$ cat src/rtl/zero_det_pkg.sv
// Shared types and constants for the zero-detector frame controller.
package zero_det_pkg;

    // Frame sequencing states.
    typedef enum logic [2:0] {
        IDLE  = 3'd0,
        CLEAR = 3'd1,
        SHIFT = 3'd2,
        FLUSH = 3'd3,
        DONE  = 3'd4
    } state_t;

    // Level driven on the detector serial input whenever no frame bit is on the wire.
    localparam logic X_IDLE_LEVEL = 1'b1;

    // Default detector output code that counts as a detection.
    localparam logic [1:0] DET_CODE_DEFAULT = 2'b10;

endpackage

$ cat src/rtl/zero_det_stream_ctrl_if.sv
// Host-side and detector-side signals of the frame controller, grouped as one bundle.
interface zero_det_stream_ctrl_if #(
    parameter int WIDTH = 8,
    parameter int CNT_W = 4
);
    logic             start;
    logic [WIDTH-1:0] data_in;
    logic [1:0]       det_y_in;
    logic             det_x_out;
    logic             det_rst_n;
    logic             busy;
    logic             done;
    logic [CNT_W-1:0] det_count;

    // Host / environment side: issues frames and returns the detector output.
    modport master (
        output start, data_in, det_y_in,
        input  det_x_out, det_rst_n, busy, done, det_count
    );

    // Controller side.
    modport slave (
        input  start, data_in, det_y_in,
        output det_x_out, det_rst_n, busy, done, det_count
    );
endinterface

$ cat src/rtl/zero_det_stream_ctrl_piso_shift_reg.sv
// Parallel-in serial-out shift register, LSB first, zero fill from the top.
module piso_shift_reg #(
    parameter int WIDTH = 8
) (
    input  logic             clock,
    input  logic             reset,
    input  logic             load,
    input  logic             shift_en,
    input  logic [WIDTH-1:0] data,
    output logic             ser_out,
    output logic             ser_peek
);
    logic [WIDTH-1:0] shreg;

    generate
        for (genvar gi = 0; gi < WIDTH; gi++) begin : g_bit
            logic bit_reg;
            logic fill;

            if (gi == WIDTH - 1) begin : g_top
                assign fill = 1'b0;
            end else begin : g_mid
                assign fill = shreg[gi + 1];
            end

            // Per-bit storage: load wins over shift, zeros enter at the MSB.
            always_ff @(posedge clock or negedge reset) begin
                if (!reset) begin
                    bit_reg <= 1'b0;
                end else if (load) begin
                    bit_reg <= data[gi];
                end else if (shift_en) begin
                    bit_reg <= fill;
                end
            end

            assign shreg[gi] = bit_reg;
        end
    endgenerate

    // ser_peek is the bit that becomes the LSB after the next shift, so the
    // controller can register the wire value one edge ahead.
    assign ser_out  = shreg[0];
    assign ser_peek = shreg[1];
endmodule

$ cat src/rtl/zero_det_stream_ctrl.sv
// Frame controller: clears the detector, streams a word LSB-first into it,
// and counts cycles on which the detector output matches DET_CODE.
module zero_det_stream_ctrl
    import zero_det_pkg::*;
#(
    parameter int         WIDTH    = 8,
    parameter int         CNT_W    = 4,
    parameter logic [1:0] DET_CODE = DET_CODE_DEFAULT
) (
    input  logic                  clock,
    input  logic                  reset,
    zero_det_stream_ctrl_if.slave bus
);
    localparam int               IDX_W    = $clog2(WIDTH);
    localparam logic [IDX_W-1:0] IDX_LAST = IDX_W'(WIDTH - 1);
    localparam logic [CNT_W-1:0] CNT_MAX  = '1;

    state_t           state_reg, state_next;
    logic [IDX_W-1:0] idx_reg, idx_next;
    logic [CNT_W-1:0] count_reg, count_next;
    logic             busy_reg, busy_next;
    logic             done_reg, done_next;
    logic             x_reg, x_next;
    logic             rst_n_reg, rst_n_next;
    logic             load, shift_en, sample;
    logic             sh_lsb, sh_peek;

    piso_shift_reg #(.WIDTH(WIDTH)) u_piso (
        .clock    (clock),
        .reset    (reset),
        .load     (load),
        .shift_en (shift_en),
        .data     (bus.data_in),
        .ser_out  (sh_lsb),
        .ser_peek (sh_peek)
    );

    // Next-state, counters and the next value of every registered output.
    always_comb begin
        state_next = state_reg;
        idx_next   = idx_reg;
        count_next = count_reg;
        load       = 1'b0;
        shift_en   = 1'b0;
        sample     = 1'b0;

        case (state_reg)
            IDLE: begin
                if (bus.start) begin
                    load       = 1'b1;
                    idx_next   = '0;
                    count_next = '0;
                    state_next = CLEAR;
                end
            end
            CLEAR: state_next = SHIFT;
            SHIFT: begin
                shift_en = 1'b1;
                // Bit 0's response only shows up one cycle later, so the
                // first SHIFT cycle carries nothing worth sampling.
                sample   = (idx_reg != '0);
                if (idx_reg == IDX_LAST) begin
                    state_next = FLUSH;
                end else begin
                    idx_next = idx_reg + 1'b1;
                end
            end
            FLUSH: begin
                sample     = 1'b1;
                state_next = DONE;
            end
            DONE:    state_next = IDLE;
            default: state_next = IDLE;
        endcase

        if (sample && (bus.det_y_in == DET_CODE) && (count_reg != CNT_MAX)) begin
            count_next = count_reg + 1'b1;
        end

        busy_next  = (state_next != IDLE);
        done_next  = (state_next == DONE);
        rst_n_next = (state_next != CLEAR);
        x_next     = X_IDLE_LEVEL;
        if (state_next == SHIFT) begin
            // Entering SHIFT the LSB is already loaded; while shifting, the
            // bit that will be the LSB after this edge is one position up.
            x_next = (state_reg == CLEAR) ? sh_lsb : sh_peek;
        end
    end

    // State, counters and output registers with asynchronous clear.
    always_ff @(posedge clock or negedge reset) begin
        if (!reset) begin
            state_reg <= IDLE;
            idx_reg   <= '0;
            count_reg <= '0;
            busy_reg  <= 1'b0;
            done_reg  <= 1'b0;
            x_reg     <= X_IDLE_LEVEL;
            rst_n_reg <= 1'b1;
        end else begin
            state_reg <= state_next;
            idx_reg   <= idx_next;
            count_reg <= count_next;
            busy_reg  <= busy_next;
            done_reg  <= done_next;
            x_reg     <= x_next;
            rst_n_reg <= rst_n_next;
        end
    end

    assign bus.busy      = busy_reg;
    assign bus.done      = done_reg;
    assign bus.det_x_out = x_reg;
    assign bus.det_rst_n = rst_n_reg;
    assign bus.det_count = count_reg;
endmodule

$ cat src/flat_wrapper.sv
// flat-port wrapper written by rule: the top's interface ports become plain ports
module zero_det_stream_ctrl_flat import zero_det_pkg::*;
#(
    parameter int         WIDTH    = 8,
    parameter int         CNT_W    = 4,
    parameter logic [1:0] DET_CODE = DET_CODE_DEFAULT
)
  (clock, reset, bus_start, bus_data_in, bus_det_y_in, bus_det_x_out, bus_det_rst_n, bus_busy, bus_done, bus_det_count);
  zero_det_stream_ctrl_if #(.WIDTH(WIDTH), .CNT_W(CNT_W)) bus_i ();
  input  logic clock;
  input  logic reset;
  input wire logic [$bits(bus_i.start)-1:0] bus_start;
  input wire logic [$bits(bus_i.data_in)-1:0] bus_data_in;
  input wire logic [$bits(bus_i.det_y_in)-1:0] bus_det_y_in;
  output wire logic [$bits(bus_i.det_x_out)-1:0] bus_det_x_out;
  output wire logic [$bits(bus_i.det_rst_n)-1:0] bus_det_rst_n;
  output wire logic [$bits(bus_i.busy)-1:0] bus_busy;
  output wire logic [$bits(bus_i.done)-1:0] bus_done;
  output wire logic [$bits(bus_i.det_count)-1:0] bus_det_count;
  assign bus_i.start = bus_start;
  assign bus_i.data_in = bus_data_in;
  assign bus_i.det_y_in = bus_det_y_in;
  assign bus_det_x_out = bus_i.det_x_out;
  assign bus_det_rst_n = bus_i.det_rst_n;
  assign bus_busy = bus_i.busy;
  assign bus_done = bus_i.done;
  assign bus_det_count = bus_i.det_count;
  zero_det_stream_ctrl #(.WIDTH(WIDTH), .CNT_W(CNT_W), .DET_CODE(DET_CODE)) u_core (.clock(clock), .reset(reset), .bus(bus_i));
endmodule
$ cat config.mk
export PLATFORM = sky130hd
export DESIGN_NAME = zero_det_stream_ctrl_flat
export DESIGN_NICKNAME = d
export VERILOG_FILES = /design/src/rtl/zero_det_pkg.sv /design/src/rtl/zero_det_stream_ctrl_if.sv /design/src/rtl/zero_det_stream_ctrl_piso_shift_reg.sv /design/src/rtl/zero_det_stream_ctrl.sv /design/src/flat_wrapper.sv
export SDC_FILE = /design/constraint.sdc
export NUM_CORES = 1
export LEC_CHECK = 0
export CORE_MARGIN = 4
export CORE_UTILIZATION = 45
export DETAILED_ROUTE_END_ITERATION = 10
export PLACE_DENSITY = 0.81
export SETUP_SLACK_MARGIN = 0.02
export SLEW_MARGIN = 20
export SYNTH_ARGS = -nofsm -noshare
export SYNTH_HDL_FRONTEND = slang
export SYNTH_SLANG_ARGS = --single-unit
$ cat constraint.sdc
create_clock -name clock -period 4.1 [get_ports clock]
set_input_delay 0.82 -clock clock [delete_from_list [all_inputs] [get_ports clock]]
set_output_delay 0.82 -clock clock [all_outputs]
set_load 0.01 [all_outputs]
# Yosys cells after proc, flatten, opt, wreduce, memory -nomap -nowiden
# Cells that the tools add are included.
dict set report totals {
  wordCells 70
  in_bits 13
  memories 0
  romBits 0
  output_inout_bits 8
  ff_bits 22
  ram_bits 0
  latch_bits 0
}
dict set report op_classes {
  div 0
  eq_ne 11
  n_bitwise 0
  n_reduce_logical 11
  addsub 2
  mul 0
  muxes 31
  shift 0
  magnitude_cmp 0
}
# cell count
set ops {}
lappend ops {{1-bit 2-to-1 mux} 21}
lappend ops {{3-bit 2-to-1 mux} 4}
lappend ops {{4-bit 2-to-1 mux} 3}
lappend ops {{3-bit one-hot mux with 4 select lines} 1}
lappend ops {{3-bit by 2-bit == test with 1-bit output, second input constant} 3}
lappend ops {{2-bit nonzero test} 4}
lappend ops {{3-bit == test, second input constant} 2}
lappend ops {{3-bit one-hot mux with 2 select lines} 1}
lappend ops {{3-bit nonzero test} 2}
lappend ops {{4-bit by 1-bit adder with 4-bit output, second input constant} 1}
lappend ops {{2-bit inequality test, second input constant} 2}
lappend ops {{4-bit inequality test, second input constant} 1}
lappend ops {{3-bit by 1-bit adder with 3-bit output, second input constant} 1}
lappend ops {{3-bit by 1-bit == test with 1-bit output, second input constant} 1}
lappend ops {{3-bit zero test} 1}
lappend ops {{3-bit by 1-bit inequality test with 1-bit output, second input constant} 1}
lappend ops {{3-bit AND reduction} 1}
lappend ops {{2-bit == test, second input constant} 1}
lappend ops {{1-bit logical AND} 2}
lappend ops {{1-bit one-hot mux with 2 select lines} 1}
lappend ops {{2-bit AND reduction} 1}

# Logic depth before layout (Yosys ltp)
# Gate-level depths: netlist of run 1.
dict set report logic_depth {
  ltp_word 6
  depth_mapped 5
}

# By module
# A second synthesis of run 1 with hierarchy kept.
dict set report unflattened {
  hier_cells 98
  hier_area_um2 1081.0
}
# module area_each_um2 cells_per_inst n_inst
set modules_own_cells {}
lappend modules_own_cells {zero_det_stream_ctrl 713.2 65 1}
lappend modules_own_cells {piso_shift_reg 367.9 33 1}

# Worst setup path after synthesis of run 1
# OpenSTA, ideal clock, no wires.
dict set report synth_timing {
  kind {in2reg}
  startpoint {input port bus_start}
  endpoint {register u_core.idx_reg[0]}
  path_stages 4
  setup_slack_ps 2238
  path_buffers 0
  arrival_time_ps 1737
  path_cell_list {nor4b_4 -> inv_2 -> mux2_2 -> mux2_4}
}
dict set report synth_between {
  elab_chain_len 2
}
# item line
set synth_rtl {}
lappend synth_rtl {{from (decl)} flat_wrapper.sv:12} ;# input wire logic [$bits(bus_i.start)-1:0] bus_start;
lappend synth_rtl {{2-bit inequality test (no line)} n/a}
lappend synth_rtl {{3-bit AND reduction (no line)} n/a}
lappend synth_rtl {{to (signal assigned)} zero_det_stream_ctrl.sv:103} ;# idx_reg <= idx_next;
lappend synth_rtl {{to (decl)} zero_det_stream_ctrl.sv:19} ;# logic [IDX_W-1:0] idx_reg, idx_next;
# No other way between the ends.
# A chain may end at the register's enable or synchronous reset.

# Final worst setup path of run 1
# Same ends and word-level chain as after synthesis.

==> results of run 1 <==
metrics by stage:
step                utilization [%]  power [mW]  setup WS, ns  area, µm²
finish                        59.32      0.8447         1.664       1338
global placement              57.94      0.7235         1.384       1306
floorplan                         -      0.6191         2.238       1077
CTS                           59.55      0.8585         1.654       1343
detailed placement            57.94      0.7373         1.343       1306
global route                  59.32      0.9165         1.527       1338
logic make-up after synthesis:
group	count (synthesis)	synth area share [%]
multiplexers	10	9.872
adder cells (fa/ha/maj)	4	4.646
flip-flops	22	51.34
AO/OA/AOI/OAI	19	12.54
AND/OR/NAND/NOR	31	18.93
buffers and inverters	7	2.671
Yosys cell counts, drive strengths merged (2+ instances only):
| master | n |
|---|---|
| dfrtp | 20 |
| mux2i | 8 |
| nand2 | 8 |
| o21ai | 6 |
| a22o | 5 |
| ha | 4 |
| inv | 4 |
| nor2b | 3 |
| a21o | 2 |
| and3b | 2 |
| buf | 2 |
| dfstp | 2 |
| mux2 | 2 |
| nand2b | 2 |
| nand3 | 2 |
| nor3 | 2 |
| nor3b | 2 |
| or3 | 2 |
area by class of cell:
type | count | area [µm²] | area share, %
tap | 28 | 35.03 | 2.619
multi-input combinational | 64 | 495.5 | 37.04
inverter | 4 | 15.01 | 1.123
timing repair buffer | 21 | 202.7 | 15.15
clock buffer | 4 | 36.28 | 2.713
sequential | 22 | 553.0 | 41.35
where the power goes:
group,switching [mW],internal (mW),total [mW]
sequential,0.0739,0.304,0.378
combinational,0.154,0.195,0.349
clock,0.0640,0.0542,0.118
total,0.292,0.553,0.845
worst max-delay path: stages:
cell and delay, ns:
clkdlybuf4s50_1 0.48, nor4b_4 0.58, inv_2 0.16, mux2_2 0.33, mux2_4 0.26
worst paths after layout:
kind / end / slack (ns) / cells past startpoint
min reg2reg: u_core.u_piso.ser_out / 0.50 / 1
max: u_core.idx_reg[0] / 1.66 / 5
max reg2reg: u_core.idx_reg[0] / 2.06 / 4
max in group asynchronous: u_core.bus.det_rst_n / 3.28 / 1
min in group clock: u_core.u_piso.ser_out / 0.50 / 1
min: u_core.u_piso.ser_peek / 0.46 / 1
routing by layer:
metal	global-route usage, %	routed length (µm)	vias to the layer above
met3	2.489	61	4
met2	21.70	945	14
met1	17.02	921	354
met5	0	0	-
met4	6.623	34	0
li1	-	-	385
==> run metrics, run 1 <==
most common cell after layout, fill and taps aside=dfrtp_1; reg2reg start=u_core.state_reg[0]; CTS tree=built; DR pass1 iterations=4; CTS Root Cell=clkbuf_4; CTS Buf Count=3; All-Layer GR Usage=13.36%; die height=56.93 µm; Std-Cell Rows=17; Area Growth Syn to Fin=24.16%; max reg flops=6; grt ovf=0; final worst path period share=59.42%; CP Max Fanout=15; global-route wire length before repair=3.436 mm; YS warnings=0; CTS Sinks=22; MaxCap Viol Count=0; Max Slew Vio Count=0; outcome=finished, final reports clean; Worst EP required=4.30 ns; layout net count=133; Die ar.=3241 µm²; GPL Wtd Cong=0.7659; unrepaired setup endpoints after global routing=no; Clock Latency Late Sink=0.30 ns; Data arrival, critical path=2.64 ns; Peak VDD IR=0.0002887 V; n_diodes=0; Non-Filler Instances=143; Die Wd=56.93 µm; I/O Pins=21; DRC violations left=0; worst slew pin tran=0.6839 ns; P_leak=0.6123 nW; post-synthesis net count=110; register area share after synthesis=51.34%; Max Clock Skew=0.003749 ns; initial core utilization=47.78%; Hold Vio Cnt, Final=0; critical path capture point type=register; largest net degree at the start of global routing=23; Post-Syn Area=1077 µm²; flops & latches, synth=22; Startpoint Class=primary input; CP Class=in -> reg; dominant synthesized flop cell=dfrtp_1; Reg clk slew, reported paths=0.12 ns; synth unique cells=35; routed len/inst=13.73 µm; setup_tns=0 ns; Max Root-Sink Buffers=2; DR vias/cell=5.294; Pwr Density=631.5 nW/µm²; dpl cells=139; vias in the first global route=785; Post-CTS Setup Inserts=0; main area contributors after synthesis=dfrtp_1 46%, mux2i_1 7.4%, dfstp_2 4.9%; ys async rst share=100.0%; slew margin rel.=54.21%; IO Port Bufs=20; DR vias=757; Antenna Nets Post-Route=0; Post-Synthesis Cells=93; 1st-iter DRT viols=6; worst hold slack=0.4604 ns; Synth area leader=dfrtp_1; H-tree level count=1; Critical Path Source=bus_start; Final min period=2.436 ns; Hold Buf Count CTS=0; worst hold path class=in -> async; Avg Synthesized Cell Area=11.58 µm²; layout cells sized above 1=11.30%; Post-synth EDFFs=0; Fill cells=193; Core Area=2255 µm²; initial antenna violation count=0; # setup viols final=0; post-CTS sizing=0; fmax=410.5 MHz; Post-Route WL=1.963 mm; placed wire-length estimate=1.477 mm; most frequent cells in the layout=20 x dfrtp_1, 19 x clkdlybuf4s50_1, 8 x mux2i_1, 8 x nand2_1, 6 x o21ai_0; Yosys top cell area share=46.46%
No activity file was read; power rests on OpenSTA's default activity.
==> run 2, diff against run 1 <==
--- a/config.mk
+++ b/config.mk
@@ -8,7 +8,7 @@
 export CORE_MARGIN = 4
 export CORE_UTILIZATION = 45
 export DETAILED_ROUTE_END_ITERATION = 10
-export PLACE_DENSITY = 0.81
+export PLACE_DENSITY = 0.84
 export SETUP_SLACK_MARGIN = 0.02
 export SLEW_MARGIN = 20
 export SYNTH_ARGS = -nofsm -noshare
==> constraint.sdc (replaced) <==
create_clock -name clock -period 2.2 [get_ports clock]
set_input_delay 0.44 -clock clock [delete_from_list [all_inputs] [get_ports clock]]
set_output_delay 0.44 -clock clock [all_outputs]
set_load 0.01 [all_outputs]
==> run metrics, run 2 (synthesized netlist as in run 1, its figures left out) <==
Reg clk slew, reported paths=0.13 ns (was 0.12 ns); Startpoint Class=register (was primary input); Util after Layout=60.93% (was 59.32%); Post-CTS Setup Inserts=0 (unchanged); CTS Buf Count=3 (unchanged); Pwr Density=1227 nW/µm² (was 631.5 nW/µm²); n_diodes=0 (unchanged); Reg2Reg Setup Slack=0.53 ns (was 2.06 ns); Die Wd=56.93 µm (unchanged); slew margin rel.=74.20% (was 54.21%); CTS tree=built (unchanged); Max Root-Sink Buffers=2 (unchanged); Final min period=1.809 ns; I/O Pins=21 (unchanged); worst slew pin tran=0.3862 ns (was 0.6839 ns); setup_tns=0 ns (unchanged); Critical Path Source=u_core.bus.det_x_out (was bus_start); DR vias/cell=5.352 (was 5.294); critical path capture point type=primary output (was register); MaxCap Viol Count=0 (unchanged); delay-heaviest family, CP=flip-flops (was buffers and inverters); Worst EP required=1.76 ns (was 4.30 ns); CP Class=reg -> out (was in -> reg); Hold Buf Count CTS=0 (unchanged); worst r2r dst=u_core.idx_reg[0] (unchanged); DR vias=776 (was 757); grt ovf=0 (unchanged); outcome=finished, final reports clean (unchanged); Std-Cell Rows=17 (unchanged); Hold Vio Cnt, Final=0 (unchanged); global-route wire length before repair=3.795 mm (was 3.436 mm); layout net count=135 (was 133); worst hold slack=0.4581 ns (was 0.4604 ns); IO Port Bufs=20 (unchanged); routed len/inst=14.12 µm (was 13.73 µm); CTS Sinks=22 (unchanged); largest net degree at the start of global routing=23 (unchanged); Worst Setup EP=bus_det_x_out (was u_core.idx_reg[0]); WP buf/inv=1 (was 2); post-CTS sizing=0 (unchanged); H-tree level count=1 (unchanged); Area Growth Syn to Fin=27.53% (was 24.16%); CTS Root Cell=clkbuf_4 (unchanged); # setup viols final=0 (unchanged); DRC violations left=0 (unchanged); Slowest-stage cell, CP=dfstp_2 (was nor4b_4); placed wire-length estimate=1.464 mm (was 1.477 mm); Peak VDD IR=0.0007278 V (was 0.0002887 V); most frequent cells in the layout=20 x clkdlybuf4s50_1, 20 x dfrtp_1, 8 x mux2i_1, 8 x nand2_1, 6 x o21ai_0 (was 20 x dfrtp_1, 19 x clkdlybuf4s50_1, 8 x mux2i_1, 8 x nand2_1, 6 x o21ai_0); unrepaired setup endpoints after global routing=no (unchanged); die height=56.93 µm (unchanged); max incr delay on CP=0.54 ns (was 0.58 ns); DR pass1 iterations=4 (unchanged); worst hold path class=in -> async (unchanged); Core Area=2255 µm² (unchanged); Max Clock Skew=0.007337 ns (was 0.003749 ns); initial antenna violation count=0 (unchanged); GPL Wtd Cong=0.7365 (was 0.7659); Die ar.=3241 µm² (unchanged); cell breakdown of the critical path=clkdlybuf4s50_1 (was clkdlybuf4s50_1 -> nor4b_4 -> inv_2 -> mux2_2 -> mux2_4); layout cells sized above 1=11.97% (was 11.30%); Post-Route WL=2.048 mm (was 1.963 mm); P_leak=0.6292 nW (was 0.6123 nW); fmax=552.8 MHz; Stages on worst setup path=1 (was 5); final worst slack=0.3910 ns (was 1.664 ns); Max Slew Vio Count=0 (unchanged); final worst path period share=82.23%; 1st-iter DRT viols=5 (was 6); R2R cell count=3 (was 4); max reg flops=6 (unchanged); Antenna Nets Post-Route=0 (unchanged); reg2reg start=u_core.state_reg[1] (was u_core.state_reg[0]); vias in the first global route=833 (was 785); Data arrival, critical path=1.37 ns (was 2.64 ns); Clock Latency Late Sink=0.31 ns (was 0.30 ns); worst slack, placed=0.2536 ns (was 1.343 ns); CP Max Fanout=1 (was 15); All-Layer GR Usage=14.91% (was 13.36%); Fill cells=186 (was 193); initial core utilization=47.78% (unchanged)
## run 2: cell type report
class / count / area [µm²] / area share [%]
Tap cell: 28 / 35.03 / 2.550
Sequential cell: 22 / 553.0 / 40.25
Clock buffer: 3 / 22.52 / 1.639
Clock inverter: 1 / 30.03 / 2.186
Multi-Input combinational cell: 64 / 495.5 / 36.07
Timing Repair Buffer: 23 / 222.7 / 16.21
Inverter: 4 / 15.01 / 1.093
## run 2: report_power, final
part	switching (mW)	internal, mW	total [mW]
sequential	0.140	0.566	0.706
combinational	0.293	0.375	0.668
clock	0.127	0.184	0.311
total	0.560	1.13	1.69
## run 2: how the worst min path moves through the flow
stage | start | to | slack [ns]
floorplan | reset | u_core.bus.busy | 0.14
global placement | u_core.u_piso.ser_out | u_core.u_piso.ser_out | 0.47
detailed placement | u_core.u_piso.ser_out | u_core.u_piso.ser_out | 0.49
CTS | reset | u_core.state_reg[0] | 0.47
global route | reset | u_core.u_piso.g_bit[6].fill | 0.48
finish | reset | u_core.u_piso.g_bit[6].fill | 0.46
## run 2: per-layer routing
| layer | global-route usage (%) | share of wire, % |
|---|---|---|
| met1 | 19.29 | 44 |
| met2 | 24.31 | 50 |
| met3 | 2.489 | 3.6 |
| met4 | 6.954 | 2.1 |
| met5 | 0 | 0 |
## run 2: through the flow
stage,instance area [µm²],power [mW],std cells
after floorplan,1077,1.154,93
after global placement,1321,1.352,141
after detailed placement,1321,1.382,141
after CTS,1374,1.696,145
after global routing,1374,1.817,145
final,1374,1.685,145
